[src/rtl/rgb_menu_ctrl.sv]
// Front-panel menu controller for one RGB PWM colour block.
// Five raw buttons are synchronised, debounced and edge-detected. A small menu
// FSM then drives the block's enable, colour index and colour-confirm strobe.
module rgb_menu_ctrl #(
   parameter int unsigned DB_CYCLES   = 1_000_000,
   parameter int unsigned NUM_COLORS  = 13,
   parameter int unsigned AUTO_PERIOD = 200_000_000
) (
   input  logic       clk,
   input  logic       nrst,
   input  logic       btn_pwr,
   input  logic       btn_next,
   input  logic       btn_prev,
   input  logic       btn_sel,
   input  logic       btn_auto,
   output logic       en,
   output logic [3:0] cmode_colorch,
   output logic       cmode_btn0,
   output logic [2:0] state_o
);

   localparam int unsigned NUM_BTN = 5;
   localparam int unsigned IDX_W   = 4;
   localparam int unsigned DB_W    = (DB_CYCLES > 1) ? $clog2(DB_CYCLES) : 1;
   localparam int unsigned TMR_W   = (AUTO_PERIOD > 1) ? $clog2(AUTO_PERIOD) : 1;

   localparam logic [DB_W-1:0]  DB_LAST  = DB_W'(DB_CYCLES - 1);
   localparam logic [TMR_W-1:0] TMR_LAST = TMR_W'(AUTO_PERIOD - 1);
   localparam logic [IDX_W-1:0] IDX_LAST = IDX_W'(NUM_COLORS - 1);

   // Bit positions of each button in the packed button vectors
   localparam int unsigned B_PWR  = 0;
   localparam int unsigned B_SEL  = 1;
   localparam int unsigned B_AUTO = 2;
   localparam int unsigned B_NEXT = 3;
   localparam int unsigned B_PREV = 4;

   typedef enum logic [2:0] {
      ST_OFF    = 3'd0,
      ST_BROWSE = 3'd1,
      ST_APPLY  = 3'd2,
      ST_RUN    = 3'd3,
      ST_AUTO   = 3'd4
   } state_e;

   logic [NUM_BTN-1:0]           raw_c;
   logic [NUM_BTN-1:0]           sync1_q;
   logic [NUM_BTN-1:0]           sync2_q;
   logic [NUM_BTN-1:0]           db_q;
   logic [NUM_BTN-1:0]           db_d;
   logic [NUM_BTN-1:0]           db_dly_q;
   logic [NUM_BTN-1:0][DB_W-1:0] cnt_q;
   logic [NUM_BTN-1:0][DB_W-1:0] cnt_d;
   logic [NUM_BTN-1:0]           press_c;

   logic pwr_c;
   logic sel_c;
   logic auto_c;
   logic next_c;
   logic prev_c;

   state_e           state_q;
   logic [IDX_W-1:0] idx_q;
   logic [IDX_W-1:0] idx_inc_c;
   logic [IDX_W-1:0] idx_dec_c;
   logic [TMR_W-1:0] timer_q;
   logic             en_q;
   logic [IDX_W-1:0] colorch_q;
   logic             btn0_q;

   assign raw_c = {btn_prev, btn_next, btn_auto, btn_sel, btn_pwr};

   // Two-flop synchronisers for the asynchronous raw buttons
   always_ff @(posedge clk or negedge nrst) begin
      if (!nrst) begin
         sync1_q <= '0;
         sync2_q <= '0;
      end else begin
         sync1_q <= raw_c;
         sync2_q <= sync1_q;
      end
   end

   // Debounce: count consecutive cycles of disagreement, flip level on the last one
   always_comb begin
      db_d  = db_q;
      cnt_d = '0;
      for (int b = 0; b < NUM_BTN; b++) begin
         if (sync2_q[b] != db_q[b]) begin
            if (cnt_q[b] == DB_LAST) begin
               db_d[b] = ~db_q[b];
            end else begin
               cnt_d[b] = cnt_q[b] + DB_W'(1);
            end
         end
      end
   end

   // Debounce state and one-cycle-delayed level for edge detection
   always_ff @(posedge clk or negedge nrst) begin
      if (!nrst) begin
         cnt_q    <= '0;
         db_q     <= '0;
         db_dly_q <= '0;
      end else begin
         cnt_q    <= cnt_d;
         db_q     <= db_d;
         db_dly_q <= db_q;
      end
   end

   assign press_c = db_q & ~db_dly_q;

   // Fixed priority pwr > sel > auto > next > prev; next+prev together cancel
   assign pwr_c  = press_c[B_PWR];
   assign sel_c  = press_c[B_SEL]  & ~pwr_c;
   assign auto_c = press_c[B_AUTO] & ~pwr_c & ~press_c[B_SEL];
   assign next_c = press_c[B_NEXT] & ~press_c[B_PREV] & ~pwr_c & ~press_c[B_SEL] & ~press_c[B_AUTO];
   assign prev_c = press_c[B_PREV] & ~press_c[B_NEXT] & ~pwr_c & ~press_c[B_SEL] & ~press_c[B_AUTO];

   // Wrapping colour index steps
   assign idx_inc_c = (idx_q >= IDX_LAST) ? '0 : idx_q + IDX_W'(1);
   assign idx_dec_c = (idx_q == '0) ? IDX_LAST : idx_q - IDX_W'(1);

   // Menu FSM with registered outputs; the strobe defaults low every cycle
   always_ff @(posedge clk or negedge nrst) begin
      if (!nrst) begin
         state_q   <= ST_OFF;
         idx_q     <= '0;
         timer_q   <= '0;
         en_q      <= 1'b0;
         colorch_q <= '0;
         btn0_q    <= 1'b0;
      end else begin
         btn0_q <= 1'b0;
         if (pwr_c && (state_q != ST_OFF)) begin
            // Power-off wins over everything, including a same-cycle auto strobe
            state_q   <= ST_OFF;
            idx_q     <= '0;
            timer_q   <= '0;
            en_q      <= 1'b0;
            colorch_q <= '0;
         end else begin
            case (state_q)
               ST_OFF: begin
                  en_q <= 1'b0;
                  if (pwr_c) begin
                     state_q   <= ST_BROWSE;
                     idx_q     <= '0;
                     colorch_q <= '0;
                     en_q      <= 1'b1;
                  end
               end
               ST_BROWSE: begin
                  if (sel_c) begin
                     state_q   <= ST_APPLY;
                     btn0_q    <= 1'b1;
                     colorch_q <= idx_q;
                  end else if (next_c) begin
                     idx_q     <= idx_inc_c;
                     colorch_q <= idx_inc_c;
                  end else if (prev_c) begin
                     idx_q     <= idx_dec_c;
                     colorch_q <= idx_dec_c;
                  end
               end
               ST_APPLY: begin
                  state_q <= ST_RUN;
               end
               ST_RUN: begin
                  if (sel_c) begin
                     state_q <= ST_RUN;
                  end else if (auto_c) begin
                     state_q <= ST_AUTO;
                     timer_q <= '0;
                  end else if (next_c) begin
                     state_q   <= ST_BROWSE;
                     idx_q     <= idx_inc_c;
                     colorch_q <= idx_inc_c;
                  end else if (prev_c) begin
                     state_q   <= ST_BROWSE;
                     idx_q     <= idx_dec_c;
                     colorch_q <= idx_dec_c;
                  end
               end
               ST_AUTO: begin
                  if (sel_c || next_c || prev_c) begin
                     state_q <= ST_RUN;
                     timer_q <= '0;
                  end else if (timer_q == TMR_LAST) begin
                     timer_q   <= '0;
                     idx_q     <= idx_inc_c;
                     colorch_q <= idx_inc_c;
                     btn0_q    <= ~btn0_q;
                  end else begin
                     timer_q <= timer_q + TMR_W'(1);
                  end
               end
               default: begin
                  // Unused encodings fall back to a clean OFF
                  state_q   <= ST_OFF;
                  idx_q     <= '0;
                  timer_q   <= '0;
                  en_q      <= 1'b0;
                  colorch_q <= '0;
               end
            endcase
         end
      end
   end

   assign en            = en_q;
   assign cmode_colorch = colorch_q;
   assign cmode_btn0    = btn0_q;
   assign state_o       = state_q;

endmodule

[config.mk]
export PLATFORM = sky130hd
export DESIGN_NAME = rgb_menu_ctrl
export DESIGN_NICKNAME = d
export VERILOG_FILES = /design/src/rtl/rgb_menu_ctrl.sv
export SDC_FILE = /design/constraint.sdc
export NUM_CORES = 1
export LEC_CHECK = 0
export CORE_MARGIN = 2
export CORE_UTILIZATION = 50
export DETAILED_ROUTE_END_ITERATION = 10
export PLACE_DENSITY = 0.66
export SLEW_MARGIN = 15
export SYNTH_ARGS = -nofsm -noshare
export SYNTH_HDL_FRONTEND = slang
export SYNTH_SLANG_ARGS = --single-unit
[constraint.sdc]
create_clock -name clk -period 2.9 [get_ports clk]
set_clock_uncertainty 0.15 [all_clocks]
set_input_delay 0.58 -clock clk [delete_from_list [all_inputs] [get_ports clk]]
set_output_delay 0.58 -clock clk [all_outputs]
set_load 0.1 [all_outputs]
==> flow_summary.toml <==
[status]
run_status = "complete, no violations"

[grt]
grt_max_degree = 77
grt_pass1_wl_microns = 29000
overflow = 0
grt_use_total = 0.202
antenna_found_initial = 0
grt_pass1_vias = 6138

[worst_hold_path]
hp-class = "flip-flop to flip-flop"

[clock_network]
h-tree-depth = 4
insertion_delay_ns = 0.43
cts-resized-gates = 0
cts_buffers = 17
clk_pin_slew_worst_paths_ns = 0.06
clockBufferDepth = 2
clock_sinks = 161
tritoncts = "done"
root_buffer = "clkbuf_16"

[yosys]
synth_warnings = 0
synth-main-ff-cell = "dfrtp_1"
synthTopCellsByArea = "dfrtp_1 (49%), xor2_1 (7.8%), nor2_1 (7.1%), nand3_1 (4.1%), xnor2_1 (4.1%)"
synth_seq_cells = 161
async_flop_share = 1.00
avgSynthCellArea_sq_um = 9.61
synth_top_area_frac = 0.492
yosysSeqAreaShare = 0.492
synth_edf_count = 0
synth_cells = 851
synthesis.area_sq_um = 8180
synth_cell_types = 69
syn_nets = 867
yosys.area.top_type = "dfrtp_1"

[setup_path]
slowest_stage = "nor2b_1"
cp_data_required_time_ns = 3.11
path_delay_family = "simple AND/OR/NAND/NOR gates"
cp_common_cell = "nand3_1"
path_class = "flip-flop to flip-flop"
cp.arrival_ns = 2.76
crit_chain = "nor2b_1 > nand4_4 > a21oi_1 > nand3_1 > or4_1 > nand3_1"
end_kind = "flip-flop"
critical_path.max_fanout = 8
cp-start-kind = "flip-flop"
cpPeakStageDelay_ns = 0.59
cp_num_buf_inv = 0

[timing]
drv_slew = 0
finalSetupTns_ns = 0
rsz0062_at_grt = "no"
fin_crit_sh = 0.877
period_minus_slack_ns = 2.54
max_freq_mhz = 393
slew_headroom = 0.531
hold_viol_final = 0
finalSetupViolCount = 0
worst_slew_pin_slew_ns = 0.697
worst_slack_ns = 0.358

[routing]
first_pass_iters = 5
dr_total_vias = 6169
viasPerCell = 5.59
avgRoutedWirePerCell_microns = 14.8
routed_wl_microns = 16300
drc = 0
drtAntennaViolNets = 0
drtIter0Drc = 438

[floorplan]
dieArea_sq_um = 17400
die_h_microns = 132
initial_core_util = 0.513
core-area_sq_um = 15900
boundaryPins = 16
dieWidth_microns = 132
rows = 46

[placement]
placed_area_sq_um = 8590
placed_cells = 1071
numPortBuffers = 15
preCtsSetupSlack_ns = 0.427
detailed_place_hpwl_microns = 11200
gp_congestion = 0.880

[final_layout]
multi_input_area_sq_um = 3970
syn_to_final_growth_pct = 13.4
diodes = 0
num-fill-cells = 1373
fin_nets = 891
seq_area_sq_um = 4030
layout_commonest_cell = "dfrtp_1"
final_cell_mix = "dfrtp_1 (161), nor2_1 (154), xor2_1 (73)"
drive_gt1_frac = 0.0923
fin_cells = 1104
final_area_sq_um = 9270

[run]
maxCapViolCount = 0

[power]
leakagePower_nw = 3.97
peakVddDrop_uv = 396
power_density_nw_per_um2 = 535
## stage by stage
stage	hold slack (ns)	power (mW)	utilization
floorplan	0.134	2.38	-
global placement	0.181	2.45	0.539
detailed placement	0.185	2.45	0.539
CTS	0.199	5.02	0.582
global route	0.207	5.15	0.582
finish	0.197	4.96	0.582
## where the power goes
group          switching [mW]  total (mW)  internal (mW)
Combinational          0.0836       0.119         0.0354
Clock                   0.912        2.55           1.64
Sequential             0.0211        2.29           2.27
## cell families after synthesis
group	after synthesis	synth area share
flops	161	0.492
fa+ha+maj	10	0.0150
compound gates	92	0.0807
simple gates	422	0.254
buf+inv	45	0.0229
mux	9	0.0141
xor+xnor	112	0.121
## metal layers
metal,part of all wire,vias to the layer above,track usage
met1,0.47,3003,0.272
met2,0.47,149,0.321
li1,-,3000,-
met3,0.048,17,0.0527
met4,0.011,0,0.0628
met5,0,-,0
## cell usage after synthesis, drive strengths merged, types with 7 or more instances
library cell,instances
a21oi,22
a31oi,8
and3,18
and4,7
buf,10
clkbuf,16
dfrtp,161
ha,9
inv,19
mux2,8
nand2,61
nand2b,8
nand3,68
nand4,24
nor2,156
nor2b,7
nor3,22
nor4,14
o21ai,18
o22ai,7
or2,7
or3,10
xnor2,38
xor2,74
## layout make-up
type | count | share of cell area
Inverter | 19 | 0.00769
Sequential cell | 161 | 0.434
Tap cell | 216 | 0.0291
Multi-Input combinational cell | 645 | 0.428
Clock buffer | 19 | 0.0478
Timing Repair Buffer | 31 | 0.0285
Clock inverter | 13 | 0.0250
## worst register-to-register path, delay by kind of cell (launching register included)
family           cells  cell delay, ns
flip-flops           1            0.41
AO/OA/AOI/OAI        1            0.38
AND/OR/NAND/NOR      5            1.54
## path summary, 6_finish.rpt
path,startpoint,endpoint,slack [ns],cells after the start
max reg2reg,db_q[2]$_DFFE_PN0P_,timer_q[14]$_DFFE_PN0P_,0.36,6
min in group asynchronous,nrst,cnt_q[73]$_DFF_PN0_,0.53,2
max in group asynchronous,nrst,cnt_q[52]$_DFF_PN0_,1.25,3
min,sync1_q[0]$_DFF_PN0_,sync2_q[0]$_DFF_PN0_,0.20,0
max,db_q[2]$_DFFE_PN0P_,timer_q[14]$_DFFE_PN0P_,0.36,6
min reg2reg,sync1_q[0]$_DFF_PN0_,sync2_q[0]$_DFF_PN0_,0.20,0
## registers in the layout, indices dropped and copies added (netlist names)
register / count
db_q: 5
db_dly_q: 5
idx_q: 4
state_o: 3
cmode_btn0: 1
sync2_q: 5
cnt_q: 100
en: 1
timer_q: 28
sync1_q: 5
cmode_colorch: 4
## timing repair
item	4_1_cts	5_1_grt
hold buffers	1	0
hold endpoints to repair	53	0
buffers inserted	0	0
No activity file was read; power rests on OpenSTA's default activity.
